==> config.mk <==
export PLATFORM = sky130hd
export DESIGN_NAME = demux_route_sequencer_flat
export DESIGN_NICKNAME = d
export VERILOG_FILES = /design/src/rtl/demux_route_sequencer_if.sv /design/src/rtl/demux_route_sequencer.sv /design/src/flat_wrapper.sv
export SDC_FILE = /design/constraint.sdc
export NUM_CORES = 1
export LEC_CHECK = 0
export ABC_AREA = 1
export CAP_MARGIN = 10
export CORE_MARGIN = 4
export CORE_UTILIZATION = 55
export CTS_CLUSTER_SIZE = 24
export DETAILED_ROUTE_END_ITERATION = 8
export PLACE_DENSITY = 0.94
export REMOVE_ABC_BUFFERS = 1
export SLEW_MARGIN = 0
export SYNTH_ARGS = -nofsm -noshare
export SYNTH_HDL_FRONTEND = slang
export SYNTH_SLANG_ARGS = --single-unit
==> constraint.sdc <==
create_clock -name clk -period 3.3 [get_ports clk]
set_clock_uncertainty 0.1 [all_clocks]
set_input_delay 0.66 -clock clk [delete_from_list [all_inputs] [get_ports clk]]
set_output_delay 0.66 -clock clk [all_outputs]
set_load 0.05 [all_outputs]
==> src/rtl/demux_route_sequencer_if.sv <==
// Upstream word handshake plus demux select / buffer-write bus of the route sequencer.
// The sequencer takes the slave side; the word source / buffer side takes master.
interface demux_route_sequencer_if #(
  parameter int ADDR_W = 10
);
  logic              in_valid;
  logic              in_ready;
  logic [1:0]        sel;
  logic [2:0]        wr_en;
  logic [ADDR_W-1:0] wr_addr;

  modport master (
    output in_valid,
    input  in_ready,
    input  sel,
    input  wr_en,
    input  wr_addr
  );

  modport slave (
    input  in_valid,
    output in_ready,
    output sel,
    output wr_en,
    output wr_addr
  );
endinterface

==> src/rtl/demux_route_sequencer.sv <==
// Sequences one load of pixel, weight and bias buffers from a single word stream,
// skipping zero-length phases and pulsing done once all programmed words are written.
module demux_route_sequencer #(
  parameter int ADDR_W = 10
) (
  input  logic                    clk,
  input  logic                    reset_n,
  input  logic                    start,
  input  logic                    abort,
  input  logic [ADDR_W:0]         len0,
  input  logic [ADDR_W:0]         len1,
  input  logic [ADDR_W:0]         len2,
  output logic                    busy,
  output logic                    done,
  demux_route_sequencer_if.slave  bus
);

  typedef enum logic [2:0] {
    S_IDLE,
    S_PH0,
    S_PH1,
    S_PH2,
    S_DONE
  } state_t;

  state_t                 state_q, state_d;
  logic [1:0]             sel_q, sel_d;
  logic [ADDR_W-1:0]      addr_q, addr_d;
  logic [2:0][ADDR_W:0]   len_q, len_d;
  logic [2:0][ADDR_W:0]   len_in;
  logic [2:0]             len_nz;
  logic [2:0]             in_nz;
  logic [2:0]             phase_act;
  logic                   in_ready;
  logic                   xfer;
  logic                   last;
  logic [ADDR_W:0]        cur_len;
  logic [ADDR_W:0]        addr_inc;

  // Lowest-numbered candidate phase wins; no candidate means the load is complete.
  function automatic state_t pick_phase(input logic [2:0] cand);
    if (cand[0]) begin
      return S_PH0;
    end else if (cand[1]) begin
      return S_PH1;
    end else if (cand[2]) begin
      return S_PH2;
    end
    return S_DONE;
  endfunction

  assign len_in    = {len2, len1, len0};
  assign phase_act = {state_q == S_PH2, state_q == S_PH1, state_q == S_PH0};
  assign in_ready  = |phase_act;
  assign xfer      = bus.in_valid & in_ready;

  genvar gi;
  generate
    for (gi = 0; gi < 3; gi++) begin : g_phase
      assign bus.wr_en[gi] = phase_act[gi] & xfer;
      assign len_nz[gi]    = |len_q[gi];
      assign in_nz[gi]     = |len_in[gi];
    end
  endgenerate

  always_comb begin
    cur_len = '0;
    case (state_q)
      S_PH0:   cur_len = len_q[0];
      S_PH1:   cur_len = len_q[1];
      S_PH2:   cur_len = len_q[2];
      default: cur_len = '0;
    endcase
  end

  // Full-width compare so a length of 2**ADDR_W ends at the top address without wrapping.
  assign addr_inc = {1'b0, addr_q} + (ADDR_W+1)'(1);
  assign last     = (addr_inc == cur_len);

  always_comb begin
    state_d = state_q;
    addr_d  = addr_q;
    len_d   = len_q;

    if (xfer) begin
      addr_d = last ? '0 : addr_q + ADDR_W'(1);
    end

    case (state_q)
      S_IDLE: begin
        if (start && !abort) begin
          len_d   = len_in;
          addr_d  = '0;
          state_d = pick_phase(in_nz);
        end
      end
      S_PH0: begin
        if (xfer && last) state_d = pick_phase(len_nz & 3'b110);
      end
      S_PH1: begin
        if (xfer && last) state_d = pick_phase(len_nz & 3'b100);
      end
      S_PH2: begin
        if (xfer && last) state_d = S_DONE;
      end
      S_DONE: begin
        state_d = S_IDLE;
      end
      default: begin
        state_d = S_IDLE;
      end
    endcase

    // Cancel overrides any phase advance; the word accepted this cycle is still written.
    if (abort) begin
      state_d = S_IDLE;
      addr_d  = '0;
    end
  end

  always_comb begin
    sel_d = 2'd3;
    case (state_d)
      S_PH0:   sel_d = 2'd0;
      S_PH1:   sel_d = 2'd1;
      S_PH2:   sel_d = 2'd2;
      default: sel_d = 2'd3;
    endcase
  end

  always_ff @(posedge clk or negedge reset_n) begin
    if (!reset_n) begin
      state_q <= S_IDLE;
      sel_q   <= 2'd3;
      addr_q  <= '0;
      len_q   <= '0;
    end else begin
      state_q <= state_d;
      sel_q   <= sel_d;
      addr_q  <= addr_d;
      len_q   <= len_d;
    end
  end

  assign bus.in_ready = in_ready;
  assign bus.sel      = sel_q;
  assign bus.wr_addr  = addr_q;
  assign busy         = (state_q != S_IDLE);
  assign done         = (state_q == S_DONE);

endmodule

==> src/flat_wrapper.sv <==
// flat-port wrapper written by rule: the top's interface ports become plain ports
module demux_route_sequencer_flat 
#(
  parameter int ADDR_W = 10
)
  (clk, reset_n, start, abort, len0, len1, len2, busy, done, bus_in_valid, bus_in_ready, bus_sel, bus_wr_en, bus_wr_addr);
  demux_route_sequencer_if #(.ADDR_W(ADDR_W)) bus_i ();
  input  logic clk;
  input  logic reset_n;
  input  logic start;
  input  logic abort;
  input  logic [ADDR_W:0] len0;
  input  logic [ADDR_W:0] len1;
  input  logic [ADDR_W:0] len2;
  output logic busy;
  output logic done;
  input wire logic [$bits(bus_i.in_valid)-1:0] bus_in_valid;
  output wire logic [$bits(bus_i.in_ready)-1:0] bus_in_ready;
  output wire logic [$bits(bus_i.sel)-1:0] bus_sel;
  output wire logic [$bits(bus_i.wr_en)-1:0] bus_wr_en;
  output wire logic [$bits(bus_i.wr_addr)-1:0] bus_wr_addr;
  assign bus_i.in_valid = bus_in_valid;
  assign bus_in_ready = bus_i.in_ready;
  assign bus_sel = bus_i.sel;
  assign bus_wr_en = bus_i.wr_en;
  assign bus_wr_addr = bus_i.wr_addr;
  demux_route_sequencer #(.ADDR_W(ADDR_W)) u_core (.clk(clk), .reset_n(reset_n), .start(start), .abort(abort), .len0(len0), .len1(len1), .len2(len2), .busy(busy), .done(done), .bus(bus_i));
endmodule
==> flow_summary.json <==
{
  "drive_gt1_frac": 0.0587,
  "dp_hpwl_um": 6560,
  "routed_wl_um": 8190,
  "p_sw_frac": 0.264,
  "placedCellCount": 593,
  "worst_pin_slew_ns": 1.02,
  "syn_area_per_cell_um2": 6.50,
  "cts.clk_slew.worst_paths_ns": 0.09,
  "clkPwrFrac": 0.350,
  "synth_cell_types": 28,
  "dp_slack_ns": 0.620,
  "slew-limit-headroom": 0.322,
  "ctsRootBufferMaster": "clkbuf_8",
  "fmax_ghz": 0.340,
  "initial_core_util": 0.566,
  "design.die.area_mm2": 0.00693,
  "synth-seq-cells": 48,
  "nNetsFinal": 567,
  "overflow": 0,
  "area_growth_syn_to_layout_pct": 22.4,
  "cts_buffers": 5,
  "synth_top_family_by_area": "simple AND/OR/NAND/NOR gates",
  "comb_power_share": 0.153,
  "seqPwrFrac": 0.497,
  "wl_met3_um": 573,
  "dr.pass1.iters": 4,
  "finalCritPeriodShare": 0.891,
  "io_buffers": 55,
  "grt_pass1_wl_um": 13800,
  "diodes": 0,
  "cp.required_ns": 2.54,
  "setup_ws_ns": 0.359,
  "synth_top_area_frac": 0.369,
  "final_cell_mix": "nand2_1 (186), inv_1 (57), nand3_1 (51), clkdlybuf4s50_1 (51), dfrtp_1 (46)",
  "synthAdderAreaFrac": 0.00402,
  "synth-compound-area-share": 0.0474,
  "stdcell_area_mm2": 0.00381,
  "regArea_mm2": 0.00120,
  "io_pins": 56,
  "multi_input_area_mm2": 0.00160,
  "cpMaxStageDelayCell": "clkdlybuf4s50_1",
  "track_usage": 0.244,
  "hold_viol_final": 0,
  "rows": 27,
  "worstPathArrival_ns": 2.18,
  "ctsResizeCount": 0,
  "netSwitchingPower_uw": 373,
  "synth.area.top_cells": "dfrtp_1 (37%), nand2_1 (22%), nand3_1 (8.2%), inv_1 (6.9%), nor2_1 (4.7%)",
  "min_period_ns": 2.94,
  "cp_max_fo": 16,
  "synth_xor_area_frac": 0.00281,
  "cap_violations": 0,
  "final_cells": 600,
  "top_layer_used": "met4",
  "synth_edf_count": 0,
  "grt_pass1_vias": 2997,
  "path_cells": "nor2_1 > inv_2 > nor2_1 > inv_1 > clkdlybuf4s50_1",
  "fp.dieH_um": 83.3,
  "hold_buffers": 0,
  "crit_type": "flop to output port",
  "cp-start-kind": "flop",
  "wl_met2_um": 3830,
  "finalPower_uw": 1410,
  "vias": 3195,
  "grt_max_degree": 49,
  "rsz0062_at_grt": "no",
  "dr.first_iter.drc_count": 163,
  "cts_tree": "built",
  "core_mm2": 0.00551,
  "drv_slew": 0,
  "wirelength_met1_um": 3610,
  "postCtsSetupRepairBufs": 0,
  "final_common_cell": "nand2_1",
  "drtAntennaViolNets": 0,
  "cts_buffer_depth": 2,
  "cp_slowest_stage_delay_ns": 0.81,
  "rrSetupSlack_ns": 0.59,
  "clock_latency_ns": 0.31,
  "routabilityCongestion": 0.984,
  "setup_tns_ns": 0,
  "yosys-mux-area-fraction": 0,
  "synthCells": 479,
  "hold_path_class": "flop to flop",
  "p_int_uw": 1040,
  "peakVddDrop_mv": 0.297,
  "power_leakage_uw": 0.00200,
  "synth.cell_area_mm2": 0.00312,
  "drt-vias-per-instance": 5.33,
  "placed_area_mm2": 0.00368,
  "yosys.area_share.simple": 0.459,
  "status": "complete, no violations",
  "worstSetupEndpointType": "output port",
  "cp_common_cell": "nor2_1",
  "routedWlPerCell_um": 13.6,
  "antenna_found_initial": 0,
  "fp.dieW_um": 83.3,
  "finalSetupViolations": 0,
  "htreeDepth": 2,
  "fillCellCount": 495,
  "yosys_warnings": 0,
  "p_per_area_mw_per_mm2": 370,
  "yosysSeqAreaShare": 0.386,
  "synth_top_area_cell": "dfrtp_1",
  "remaining_drc_errors": 0,
  "synthFlopType": "dfrtp_1",
  "async_flop_share": 1.00,
  "cts_sinks": 48
}
routing by layer:
layer / up-vias / GRT usage
met5: - / 0
met4: 0 / 0.0743
met3: 19 / 0.0367
met2: 116 / 0.418
met1: 1441 / 0.318
li1: 1619 / -
through the flow:
step	util	hold slack, ns
detailed placement	0.669	0.359
floorplan	-	0.264
global route	0.692	0.421
global placement	0.669	0.355
CTS	0.692	0.381
finish	0.692	0.380
final timing paths:
kind,start,endpoint,cells after the start
setup / recovery,u_core.state_q[1],busy,5
hold / removal,u_core.len_q[2],u_core.len_q[2],2
setup reg to reg,u_core.state_q[1],u_core.state_q[2],12
hold reg to reg,u_core.len_q[2],u_core.len_q[2],2
max in group asynchronous,reset_n,u_core.len_q[26],1
min in group asynchronous,reset_n,u_core.bus.wr_addr[7],1
critical path, delay by kind of cell, from the launching register on:
family        cells  cell delay (ns)
buf+inv           3             1.00
flops             1             0.67
simple gates      2             0.20
registers in the layout, indices dropped and copies added (netlist names):
signal and cells:
u_core.state_q 3, u_core.bus.wr_addr 10, u_core.bus.sel 2, u_core.len_q 33
synth_stat cells (2+ instances only):
cell      number
nand2_1      186
inv_1         57
nand3_1       51
dfrtp_1       46
nor2_1        39
o21ai_0       23
nand4_1       22
nor3_1         9
buf_2          8
a21oi_1        5
clkbuf_1       5
nor4_1         4
inv_2          3
nor2_2         3
buf_4          2
dfstp_2        2
nor3_2         2
nor3_4         2
power by group through the flow:
stage / Clock, µW / Sequential, µW / Combinational (µW)
6_report: 495 / 702 / 215
5_1_grt: 520 / 710 / 247
4_1_cts: 497 / 700 / 218
3_5_place_dp: 0 / 711 / 218
3_3_place_gp: 0 / 710 / 208
2_1_floorplan: 0 / 699 / 116
cell families after synthesis:
kind of cell,Yosys count
buffers and inverters,77
DFF,48
adders and majority gates,1
xor gates and xnor gates,1
AOI/OAI and AO/OA,29
and+or+nand+nor,323
cell type report:
cell class / count / area share
Sequential cell: 48 / 0.316
Clock buffer: 5 / 0.0181
Tap cell: 72 / 0.0236
Multi-Input combinational cell: 354 / 0.420
Clock inverter: 2 / 0.0158
Timing Repair Buffer: 58 / 0.147
Inverter: 61 / 0.0601
No activity file was read; power rests on OpenSTA's default activity.
